File: config.mk
export PLATFORM = sky130hd
export DESIGN_NAME = decode_execute_reg
export DESIGN_NICKNAME = d
export VERILOG_FILES = /design/src/rtl/decode_execute_reg.sv
export SDC_FILE = /design/constraint.sdc
export NUM_CORES = 1
export LEC_CHECK = 0
export BUFFER_PORTS_ARGS = -buffer_cell sky130_fd_sc_hd__buf_2
export CAP_MARGIN = 20
export CELL_PAD_IN_SITES_DETAIL_PLACEMENT = 1
export CELL_PAD_IN_SITES_GLOBAL_PLACEMENT = 2
export CORE_MARGIN = 2
export CORE_UTILIZATION = 23
export DETAILED_ROUTE_END_ITERATION = 10
export GPL_TIMING_DRIVEN = 0
export PLACE_DENSITY = 0.71
export SLEW_MARGIN = 20
export SYNTH_ARGS = -nofsm -noshare
export SYNTH_HDL_FRONTEND = slang
export SYNTH_SLANG_ARGS = --single-unit
export TNS_END_PERCENT = 100
File: constraint.sdc
create_clock -name clk -period 1.73 [get_ports clk]
set_input_delay 0.173 -clock clk [delete_from_list [all_inputs] [get_ports clk]]
set_output_delay 0.173 -clock clk [all_outputs]
set_load 0.02 [all_outputs]
File: src/rtl/decode_execute_reg.sv
// Decode/execute pipeline register with load-use hazard detection,
// bubble insertion on flush or stall, and a saturating stall counter.
module decode_execute_reg #(
  parameter int N = 32
) (
  input  logic         clk,
  input  logic         rst,
  input  logic         flush_i,
  input  logic         valid_i,
  input  logic [N-1:0] RD1_i,
  input  logic [N-1:0] RD2_i,
  input  logic [N-1:0] ExtImm_i,
  input  logic [3:0]   A1_i,
  input  logic [3:0]   A2_i,
  input  logic [3:0]   A3_i,
  input  logic         Use1_i,
  input  logic         Use2_i,
  input  logic         RegWrite_i,
  input  logic         MemtoReg_i,
  input  logic         MemWrite_i,
  input  logic         ALUSrc_i,
  input  logic [1:0]   ALUControl_i,
  input  logic [1:0]   FlagWrite_i,
  input  logic [3:0]   Cond_i,
  output logic [N-1:0] RD1_o,
  output logic [N-1:0] RD2_o,
  output logic [N-1:0] ExtImm_o,
  output logic [3:0]   A1_o,
  output logic [3:0]   A2_o,
  output logic [3:0]   A3_o,
  output logic         RegWrite_o,
  output logic         MemtoReg_o,
  output logic         MemWrite_o,
  output logic         ALUSrc_o,
  output logic [1:0]   ALUControl_o,
  output logic [1:0]   FlagWrite_o,
  output logic [3:0]   Cond_o,
  output logic         valid_o,
  output logic         stall_o,
  output logic [15:0]  stall_cnt_o
);

  typedef struct packed {
    logic         valid;
    logic [N-1:0] rd1;
    logic [N-1:0] rd2;
    logic [N-1:0] imm;
    logic [3:0]   a1;
    logic [3:0]   a2;
    logic [3:0]   a3;
    logic         reg_write;
    logic         mem_to_reg;
    logic         mem_write;
    logic         alu_src;
    logic [1:0]   alu_ctrl;
    logic [1:0]   flag_write;
    logic [3:0]   cond;
  } de_t;

  de_t         de_d, de_q;
  logic [15:0] stall_cnt_d, stall_cnt_q;
  logic        hazard;
  logic        bubble;

  // R15 is the PC and is never produced by a load, so it never creates a hazard.
  always_comb begin
    hazard = 1'b0;
    if (de_q.a3 != 4'hF)
      hazard = (Use1_i && (A1_i == de_q.a3)) || (Use2_i && (A2_i == de_q.a3));
    stall_o = de_q.valid && de_q.reg_write && de_q.mem_to_reg && valid_i && hazard;
  end

  always_comb begin
    bubble = flush_i || stall_o || !valid_i;

    de_d            = '0;
    de_d.valid      = !bubble;
    de_d.rd1        = RD1_i;
    de_d.rd2        = RD2_i;
    de_d.imm        = ExtImm_i;
    de_d.a1         = A1_i;
    de_d.a2         = A2_i;
    de_d.a3         = A3_i;
    de_d.reg_write  = RegWrite_i && !bubble;
    de_d.mem_to_reg = MemtoReg_i;
    de_d.mem_write  = MemWrite_i && !bubble;
    de_d.alu_src    = ALUSrc_i;
    de_d.alu_ctrl   = ALUControl_i;
    de_d.flag_write = bubble ? 2'b00 : FlagWrite_i;
    de_d.cond       = Cond_i;

    // A flushed stall cycle is a single bubble and is not counted.
    stall_cnt_d = stall_cnt_q;
    if (stall_o && !flush_i && (stall_cnt_q != '1))
      stall_cnt_d = stall_cnt_q + 16'd1;
  end

  always_ff @(posedge clk or negedge rst) begin
    if (!rst) begin
      de_q        <= '0;
      stall_cnt_q <= '0;
    end else begin
      de_q        <= de_d;
      stall_cnt_q <= stall_cnt_d;
    end
  end

  assign valid_o      = de_q.valid;
  assign RD1_o        = de_q.rd1;
  assign RD2_o        = de_q.rd2;
  assign ExtImm_o     = de_q.imm;
  assign A1_o         = de_q.a1;
  assign A2_o         = de_q.a2;
  assign A3_o         = de_q.a3;
  assign RegWrite_o   = de_q.reg_write;
  assign MemtoReg_o   = de_q.mem_to_reg;
  assign MemWrite_o   = de_q.mem_write;
  assign ALUSrc_o     = de_q.alu_src;
  assign ALUControl_o = de_q.alu_ctrl;
  assign FlagWrite_o  = de_q.flag_write;
  assign Cond_o       = de_q.cond;
  assign stall_cnt_o  = stall_cnt_q;

endmodule
==> out/results.ini, run 1 <==
[worst_hold_path]
worstHoldPathCells=3
worst_hold_path_type=in2reg

[synthesis]
synth.mux.area_fraction=0.00928
synth_sequential_area_ratio=0.848
synth_top_family_by_area=simple AND/OR/NAND/NOR gates
synth-adder-area-share=0.00309
number_of_library_cell_types_mapped_by_synthesis=27
synth-edff-count=0
post_synth_and_or_nand_nor_area_fraction=0.0844
synth_cells=220
synth-warning-count=0
main_synth_ff_type=sky130_fd_sc_hd__dfrtp_1
synth-async-reset-ratio=1.00
synthesized_nets=347
synth-compound-area-share=0.00247
avgSynthCellArea_um2=18.4
count_of_state_elements_after_synthesis=137
yosys.area_share.xor_xnor=0.0455
synthesis.area_um2=4050

[layout]
layout.cells.most_common_list=sky130_fd_sc_hd__buf_2, sky130_fd_sc_hd__dfrtp_1, sky130_fd_sc_hd__dlygate4sd3_1, sky130_fd_sc_hd__clkbuf_16, sky130_fd_sc_hd__xor2_1
core_utilization_of_the_finished_layout=0.458
nets=764
area_delta_synth_final_pct=95.2
final_layout_size_suffix_gt1_frac=0.545
filler_cell_count=1823
layout_commonest_cell=sky130_fd_sc_hd__buf_2

[detailed_routing]
first_iter_violations=75
via_count=3474
drt_pass1_iterations=4
ant_nets=0
routedWlPerCell_um=16.9
final_wirelength_mm=14.8
drt_drc_violations_left=0
avgViaCountPerCell=3.97

[die]
top_level_pins=264
fp.dieArea_um2=18700
die_x_extent_um=137
starting_density_of_the_core=0.235
floorplan.die.height_um=137
std_cell_rows=48
core_region_area_um2=17200

[critical_path]
r2r_end=stall_cnt_o[1]$_DFFE_PN0P_
critPathKind=reg2reg
critical_path_arrival_ps=2200
critical_path.startpoint_type=flop
cp.required_ps=2030
worst_setup_path_end_kind=flop
reg2reg_setup_slack_ps=-170
worstSetupStartpoint=A3_o[2]$_DFF_PN0_
critical_path.max_fanout=5
timing.rr.start=A3_o[2]$_DFF_PN0_
ff2ff_path_depth=6
worst_setup_path_endpoint=stall_cnt_o[1]$_DFFE_PN0P_

[placed_design]
place_worst_setup_slack_ps=-142
port_buffers=262
gpl.final_weighted_congestion=0.736
post-dp-hpwl_mm=9.46

[power_and_ir_drop]
seq_power_share=0.431
cell_internal_pwr_mw=5.92
netSwitchingFraction=0.249
vdd_drop_max_mv=0.634
p_clk_frac=0.460
leakage_dissipation_nw=3.94
power.net_switching_mw=1.96
power.combinational.fraction=0.109
total_power_density_per_cell_area_nw_per_um2=998

[flow_run]
cap_violations=0

[timing]
final_setup_vio_count=17
period_needed_ps=1900
finalMaxSlewViolations=0
max_clock_freq_ghz=0.525
tns_ps=-1330
setup_slack_ps=-174
timing.final.hold_violations=0
tcrit_tclk_final=1.10
setup_repair_after_global_routing_missed_its_margin=true
worst_clock_skew_ps=6.61
worst_margin_slew_ps=866
timing.slew.headroom=0.422

[run_status]
outcome=finished, violations left
violations=setup timing

[clock_tree]
clk_latency_ps=410
maximum_clock_insertion_buffer_count=2
cts.clk_slew.worst_paths_ps=60
cts.root.buffer_cell=sky130_fd_sc_hd__clkbuf_16
cts_inserted_buffers=17
tritoncts=built
ctsHtreeMaxLevel=4
clock_sink_count=137

[global_route]
grt_pass1_wl_mm=22.0
grt-ovfl-total=0
grt_antenna_before_repair=1
gr-usage-all-layers=0.161
grt_start_max_net_pins=88
first_global_vias=3925

[state kept, by name, indices dropped and copies added, names as in the netlist, 2 cells and up]
signal        flops
RD2_o            32
Cond_o            4
A1_o              4
FlagWrite_o       2
ALUControl_o      2
RD1_o            32
A2_o              4
ExtImm_o         32
A3_o              4
stall_cnt_o      16
[layer usage]
layer | vias to the layer above | GRT usage | part of all wire
li1 | 1571 | - | -
met1 | 1722 | 0.169 | 0.35
met2 | 159 | 0.297 | 0.55
met3 | 22 | 0.0507 | 0.082
met4 | 0 | 0.0683 | 0.018
met5 | - | 0 | 0
[Yosys cell counts (2+ instances only)]
library cell / number / area share
sky130_fd_sc_hd__nand3_1: 9 / 0.011
sky130_fd_sc_hd__xor2_1: 12 / 0.026
sky130_fd_sc_hd__nand4_1: 5 / 0.0077
sky130_fd_sc_hd__xnor2_1: 9 / 0.019
sky130_fd_sc_hd__nor4_2: 4 / 0.012
sky130_fd_sc_hd__nor2_1: 5 / 0.0046
sky130_fd_sc_hd__and2_1: 4 / 0.0062
sky130_fd_sc_hd__mux2_2: 2 / 0.0056
sky130_fd_sc_hd__and3_1: 2 / 0.0031
sky130_fd_sc_hd__nand2_1: 5 / 0.0046
sky130_fd_sc_hd__dfrtp_1: 137 / 0.85
sky130_fd_sc_hd__and4_1: 5 / 0.011
sky130_fd_sc_hd__nor3_1: 7 / 0.0087
[timing repair]
item | in CTS | in global routing
endpoints found under the hold margin | 170 | 1
setup endpoints to repair | 15 | 21
cloned | 1 | 0
resized for setup | 25 | 20
hold buffers | 120 | 1
pin swaps | 23 | 19
setup buffers | 9 | 4
[stage by stage]
step	cell area (um2)	cells	power, mW	hold WS [ps]
after detailed placement	5710	708	4.07	112
after floorplan	4080	220	3.67	-123
final	7900	875	7.88	194
after global placement	5680	707	4.04	280
after global routing	7900	875	8.26	176
after CTS	7740	869	7.96	-123
[power groups by stage]
| stage | sequential (mW) | clock [mW] | combinational [mW] |
|---|---|---|---|
| after global placement | 3.45 | 0 | 0.592 |
| after detailed placement | 3.45 | 0 | 0.614 |
| after floorplan | 3.64 | 0 | 0.0298 |
| after CTS | 3.39 | 3.72 | 0.842 |
| after global routing | 3.41 | 3.92 | 0.924 |
| final | 3.40 | 3.62 | 0.860 |
[critical path: stages (launching register included)]
cell and delay, ps:
sky130_fd_sc_hd__dfrtp_2 450, sky130_fd_sc_hd__xnor2_1 200, sky130_fd_sc_hd__nand3_2 120, sky130_fd_sc_hd__nor3_4 230
sky130_fd_sc_hd__nor2_4 90, sky130_fd_sc_hd__or3_4 400, sky130_fd_sc_hd__mux2_4 300
[cell type report]
| class | instances | area [um2] | area share |
|---|---|---|---|
| Clock buffer | 17 | 425 | 0.0539 |
| Inverter | 1 | 3.75 | 0.000475 |
| Sequential cell | 137 | 3440 | 0.436 |
| Antenna cell | 1 | 2.50 | 0.000317 |
| Tap cell | 225 | 282 | 0.0357 |
| Clock inverter | 14 | 159 | 0.0201 |
| Timing Repair Buffer | 398 | 2710 | 0.343 |
| Multi-Input combinational cell | 78 | 838 | 0.106 |
| Buffer | 4 | 35.0 | 0.00444 |
[worst min path at each step]
stage / from / end / slack [ps]
finish: valid_i / valid_o$_DFF_PN0_ / 190
global route: valid_i / valid_o$_DFF_PN0_ / 180
CTS: A1_i[3] / A1_o[3]$_DFF_PN0_ / -120
detailed placement: rst / ExtImm_o[1]$_DFF_PN0_ / 110
global placement: RD1_i[11] / RD1_o[11]$_DFF_PN0_ / 280
floorplan: rst / A1_o[0]$_DFF_PN0_ / -120
[kinds of logic after synthesis]
kind of cell             after synthesis
flip-flops                           137
adder cells (fa/ha/maj)                1
multiplexers                           3
AO/OA/AOI/OAI                          1
XOR/XNOR                              21
buffers and inverters                  5
AND/OR/NAND/NOR                       52
Note: power is estimated with default switching activity, not from simulation.
==> run 2, diff against run 1 <==
CORE_UTILIZATION = 26   (was 23)
PLACE_DENSITY = unset   (was 0.71)
PLACE_DENSITY_LB_ADDON = 0.15   (was unset)
clock period = 1.8 ns   (was 1.73 ns; I/O delays follow)
==> run 2 against run 1 <==
The flow still finishes with violations (setup timing). Sequential cell count did not move. Total power fell by 5.7%. Count of clock-buffer cells in the layout rose by 5. Largest cell class unchanged. Critical path depth rose by 2. Sequential share of layout area rose by 1.4 points. Routed wire length fell by 0.56%. Non-clock buffer count fell by 6. Die area fell by 11%. Global-route usage rose by 2.2 points. Maximum frequency rose by 2.8%. Sequential power fell by 4%. Via count fell by 0.37%.
==> out/results.ini, run 2 (synthesized netlist as in run 1, its figures left out) <==
[timing]
timing.final.hold_violations=0  ; unchanged
hold_slack_ps=90.0  ; -104 ps
worst_margin_slew_ps=706  ; -161 ps
timing.slew.headroom=0.529  ; +0.107
max_clock_freq_ghz=0.540  ; +2.8%
finalMaxSlewViolations=0  ; unchanged
final_setup_vio_count=3  ; -14
setup_slack_ps=-52.6  ; +122 ps
setup_repair_after_global_routing_missed_its_margin=true
worst_clock_skew_ps=6.57  ; -0.0377 ps
period_needed_ps=1850  ; -51.8 ps
tcrit_tclk_final=1.03  ; -0.0716

[detailed_routing]
routedWlPerCell_um=17.7  ; +4.7%
drt_pass1_iterations=4  ; unchanged
first_iter_violations=79  ; +5.3%
via_count=3461  ; -0.37%
ant_nets=0  ; unchanged
final_wirelength_mm=14.7  ; -0.56%
avgViaCountPerCell=4.16  ; +4.9%
drt_drc_violations_left=0  ; unchanged

[critical_path]
cp_top_family=simple AND/OR/NAND/NOR gates
critical_path_arrival_ps=2140  ; -60 ps
crit_buf_inv=2  ; +2
critical_path.startpoint_type=flop
critical_path.cell_chain=xnor2_2 > nand3_1 > nor3_2 > nor2_4 > inv_2 > buf_4 > and4_4 > mux2_4
timing.rr.start=A3_o[2]$_DFF_PN0_
worst_path_largest_cell_delay_ps=460  ; about the same
worst_setup_path_end_kind=flop
worst_path_max_delay_cell=sky130_fd_sc_hd__dfrtp_2
critPathKind=reg2reg
worstSetupStartpoint=A3_o[2]$_DFF_PN0_
critical_path.max_fanout=5  ; unchanged
cp.required_ps=2090  ; +60 ps

[placed_design]
port_buffers=262  ; unchanged
post-dp-hpwl_mm=9.58  ; +1.2%
gpl.final_weighted_congestion=0.740  ; +0.57%

[die]
die_x_extent_um=129  ; -5.8%
top_level_pins=264  ; unchanged
starting_density_of_the_core=0.266  ; +0.0314
std_cell_rows=45  ; -6.3%
floorplan.die.height_um=129  ; -5.8%
fp.dieArea_um2=16600  ; -11%
core_region_area_um2=15200  ; -12%

[clock_tree]
ctsHtreeMaxLevel=4  ; unchanged
cts_inserted_buffers=17  ; unchanged
clock_sink_count=137  ; unchanged
clk_latency_ps=410  ; about the same
maximum_clock_insertion_buffer_count=2  ; unchanged
tritoncts=built
cts.clk_slew.worst_paths_ps=60  ; about the same
cts.root.buffer_cell=sky130_fd_sc_hd__clkbuf_16

[layout]
area_delta_synth_final_pct=89.2
final_layout_size_suffix_gt1_frac=0.533  ; -0.0120
core_utilization_of_the_finished_layout=0.503  ; +0.0453
antennaDiodeCount=0  ; -1
filler_cell_count=1601  ; -12%
layout.cells.most_common_list=sky130_fd_sc_hd__buf_2, sky130_fd_sc_hd__dfrtp_1, sky130_fd_sc_hd__dlygate4sd3_1, sky130_fd_sc_hd__clkbuf_16, sky130_fd_sc_hd__xor2_1
layout_commonest_cell=sky130_fd_sc_hd__buf_2
nets=758  ; -0.79%

[flow_run]
cap_violations=0  ; unchanged

[power_and_ir_drop]
leakage_dissipation_nw=3.83  ; -2.6%
vdd_drop_max_mv=0.659  ; +3.9%
total_power_density_per_cell_area_nw_per_um2=971  ; -2.7%

[run_status]
violations=setup timing
outcome=finished, violations left

[global_route]
first_global_vias=3977  ; +1.3%
grt_start_max_net_pins=73  ; -17%
gr-usage-all-layers=0.183  ; +0.0215
grt_pass1_wl_mm=22.2  ; +1.0%
grt_antenna_before_repair=0  ; -1
grt-ovfl-total=0  ; unchanged

[worst_hold_path]
hold_start=valid_i
worst_hold_path_type=in2reg

## run 2: layout make-up
type,instances,area (um2),area share
tap,188,235,0.0307
sequential,137,3440,0.450
multi-input combinational,78,738,0.0965
timing repair buffer,392,2630,0.344
clock buffer,22,484,0.0633
clock inverter,9,88.8,0.0116
buffer,4,31.3,0.00409
inverter,1,3.75,0.000491
## run 2: power breakdown
part	leakage [nW]	switching (mW)	internal, mW
registers	1.63	0.0461	3.22
clock network	0.275	1.30	2.05
logic	1.93	0.426	0.394
## run 2: layer usage
layer,GRT usage,part of all wire,vias up
li1,-,-,1557
met1,0.179,0.34,1733
met2,0.339,0.56,145
met3,0.0703,0.072,26
met4,0.0844,0.029,0
met5,0,0,-
## run 2: timing repair
item,in CTS,in global routing
endpoints found under the setup margin,4,14
resized for setup,6,22
hold endpoints to repair,191,1
pin swaps,12,13
buffers inserted,5,3
cloned,0,0
hold buffers,120,1
## run 2: through the flow
stage               instances  power, mW  setup TNS, ps  area (um2)  setup slack (ps)
global route              831       7.74           -754        7650              -152
CTS                       827       7.52           -185        7500             -83.1
detailed placement        671       3.91          -58.8        5650             -30.9
floorplan                 220       3.53              0        4070              12.6
finish                    831       7.43           -125        7650             -52.6
global placement          670       3.88        -179740        5620             -1560
## run 2: worst paths after layout
| check | end | slack, ps | depth (start not counted) |
|---|---|---|---|
| max | stall_cnt_o[12]$_DFFE_PN0P_ | -50 | 8 |
| min | valid_o$_DFF_PN0_ | 90 | 2 |
| max reg2reg | stall_cnt_o[12]$_DFFE_PN0P_ | -50 | 8 |
| min reg2reg | stall_cnt_o[11]$_DFFE_PN0P_ | 480 | 1 |
| max in group asynchronous | stall_cnt_o[1]$_DFFE_PN0P_ | 760 | 3 |
| min in group asynchronous | RD2_o[4]$_DFF_PN0_ | 310 | 2 |
==> run 3, diff against run 2 <==
BUFFER_PORTS_ARGS = unset   (was -buffer_cell sky130_fd_sc_hd__buf_2)
CORE_UTILIZATION = 38   (was 26)
DONT_BUFFER_PORTS = 1   (was unset)
MAX_ROUTING_LAYER = met4   (was unset)
==> run 3 against run 2 <==
The flow now stops in clock tree synthesis (4_1_cts). Synthesized cell count is the same. Area after synthesis is the same.
==> out/results.ini, run 3 <==
[synthesis]
number_of_library_cell_types_mapped_by_synthesis=27  ; unchanged
count_of_state_elements_after_synthesis=137  ; unchanged
avgSynthCellArea_um2=18.4  ; unchanged
synth-edff-count=0  ; unchanged
yosysTopAreaCell=sky130_fd_sc_hd__dfrtp_1
synthTopCellsByCount=sky130_fd_sc_hd__dfrtp_1, sky130_fd_sc_hd__xor2_1, sky130_fd_sc_hd__nand3_1, sky130_fd_sc_hd__xnor2_1, sky130_fd_sc_hd__nor3_1
synth_cells=220  ; unchanged
netlist_top_cells_area=sky130_fd_sc_hd__dfrtp_1, sky130_fd_sc_hd__xor2_1, sky130_fd_sc_hd__xnor2_1, sky130_fd_sc_hd__nor4_2, sky130_fd_sc_hd__nand3_1
main_synth_ff_type=sky130_fd_sc_hd__dfrtp_1
synthesis.area_um2=4050  ; unchanged
synth_top_area_frac=0.848  ; unchanged
synth-async-reset-ratio=1.00  ; unchanged
synth_sequential_area_ratio=0.848  ; unchanged
synth-warning-count=0  ; unchanged
post-synth-top-count-cell=sky130_fd_sc_hd__dfrtp_1
synthesized_nets=347  ; unchanged

[clock_tree]
cts.root.buffer_cell=sky130_fd_sc_hd__clkbuf_8
ctsHtreeMaxLevel=4  ; unchanged
postCtsSetupRepairBufs=0  ; -5
maximum_clock_insertion_buffer_count=2  ; unchanged
post_cts_resize_count=12  ; +6
clock_sink_count=137  ; unchanged
cts_inserted_buffers=17  ; unchanged
post_cts_hold_buffer_count=101  ; -16%

[placed_design]
port_buffers=0  ; -100%
placed_cells=356  ; -47%
gpl.final_weighted_congestion=0.723  ; -2.2%
post-dp-hpwl_mm=7.54  ; -21%

[die]
floorplan.die.height_um=107  ; -17%
die_x_extent_um=107  ; -17%
starting_density_of_the_core=0.392  ; +0.126
std_cell_rows=37  ; -18%
top_level_pins=264  ; unchanged

[run_status]
error=[ERROR RSZ-0060] Max buffer count reached.
haltStage=clock tree synthesis (4_1_cts)
outcome=did not finish

run 3: cell families after synthesis:
family,Yosys count,synth area share
simple gates,52,0.0844
mux,3,0.00928
xor+xnor,21,0.0455
compound gates,1,0.00247
buf+inv,5,0.00773
fa+ha+maj,1,0.00309
flops,137,0.848
run 3: through the flow:
stage | area (um2) | util | TNS (ps) | setup slack (ps)
after floorplan | 4070 | - | 0 | 12.6
after global placement | 4240 | 0.411 | -480 | -136
after detailed placement | 4240 | 0.411 | -467 | -140
==> run 4, diff against run 3 <==
CELL_PAD_IN_SITES_DETAIL_PLACEMENT = unset   (was 1)
CELL_PAD_IN_SITES_GLOBAL_PLACEMENT = unset   (was 2)
CORE_UTILIZATION = 35   (was 38)
MAX_ROUTING_LAYER = unset   (was met4)
==> run 4 against run 3 <==
The flow again stops in clock tree synthesis (4_1_cts). Area after synthesis unchanged. Synthesized cell count unchanged.
==> out/results.ini, run 4 <==
[run_status]
haltStage=clock tree synthesis (4_1_cts)
error=[ERROR RSZ-0060] Max buffer count reached.
outcome=did not finish

[synthesis]
netlist_top_cells_area=sky130_fd_sc_hd__dfrtp_1, sky130_fd_sc_hd__xor2_1, sky130_fd_sc_hd__xnor2_1, sky130_fd_sc_hd__nor4_2, sky130_fd_sc_hd__nand3_1
avgSynthCellArea_um2=18.4  ; unchanged
main_synth_ff_type=sky130_fd_sc_hd__dfrtp_1
synth-compound-area-share=0.00247  ; unchanged
synthTopCellsByCount=sky130_fd_sc_hd__dfrtp_1, sky130_fd_sc_hd__xor2_1, sky130_fd_sc_hd__nand3_1, sky130_fd_sc_hd__xnor2_1, sky130_fd_sc_hd__nor3_1
synth.mux.area_fraction=0.00928  ; unchanged
count_of_state_elements_after_synthesis=137  ; unchanged
synth_sequential_area_ratio=0.848  ; unchanged
synth-warning-count=0  ; unchanged
synth_cells=220  ; unchanged
yosysTopAreaCell=sky130_fd_sc_hd__dfrtp_1
synth_top_family_by_area=simple AND/OR/NAND/NOR gates
synth-edff-count=0  ; unchanged
post-synth-top-count-cell=sky130_fd_sc_hd__dfrtp_1
yosys.area_share.xor_xnor=0.0455  ; unchanged
synthesized_nets=347  ; unchanged
synth-async-reset-ratio=1.00  ; unchanged
synth-adder-area-share=0.00309  ; unchanged
synthesis.area_um2=4050  ; unchanged
number_of_library_cell_types_mapped_by_synthesis=27  ; unchanged
synth_top_area_frac=0.848  ; unchanged
post_synth_and_or_nand_nor_area_fraction=0.0844  ; unchanged

[clock_tree]
ctsHtreeMaxLevel=4  ; unchanged
post_cts_resize_count=10  ; -2
cts_inserted_buffers=17  ; unchanged
postCtsSetupRepairBufs=0  ; unchanged
cts.root.buffer_cell=sky130_fd_sc_hd__clkbuf_16
maximum_clock_insertion_buffer_count=2  ; unchanged
post_cts_hold_buffer_count=101  ; unchanged
clock_sink_count=137  ; unchanged

[die]
starting_density_of_the_core=0.356  ; -0.0360
std_cell_rows=39  ; +5.4%
top_level_pins=264  ; unchanged
floorplan.die.height_um=112  ; +4.0%
die_x_extent_um=112  ; +4.0%

[placed_design]
port_buffers=0  ; unchanged
post-dp-hpwl_mm=6.25  ; -17%
gpl.final_weighted_congestion=0.741  ; +2.5%
placed_cells=363  ; +2.0%

[run 4: cell families after synthesis]
| group | after synthesis |
|---|---|
| compound gates | 1 |
| xor+xnor | 21 |
| fa+ha+maj | 1 |
| buf+inv | 5 |
| flops | 137 |
| mux | 3 |
| simple gates | 52 |
[run 4: stage by stage]
step                cell area, um2  setup slack (ps)
floorplan                     4070              12.6
global placement              4250              -111
detailed placement            4250              -112
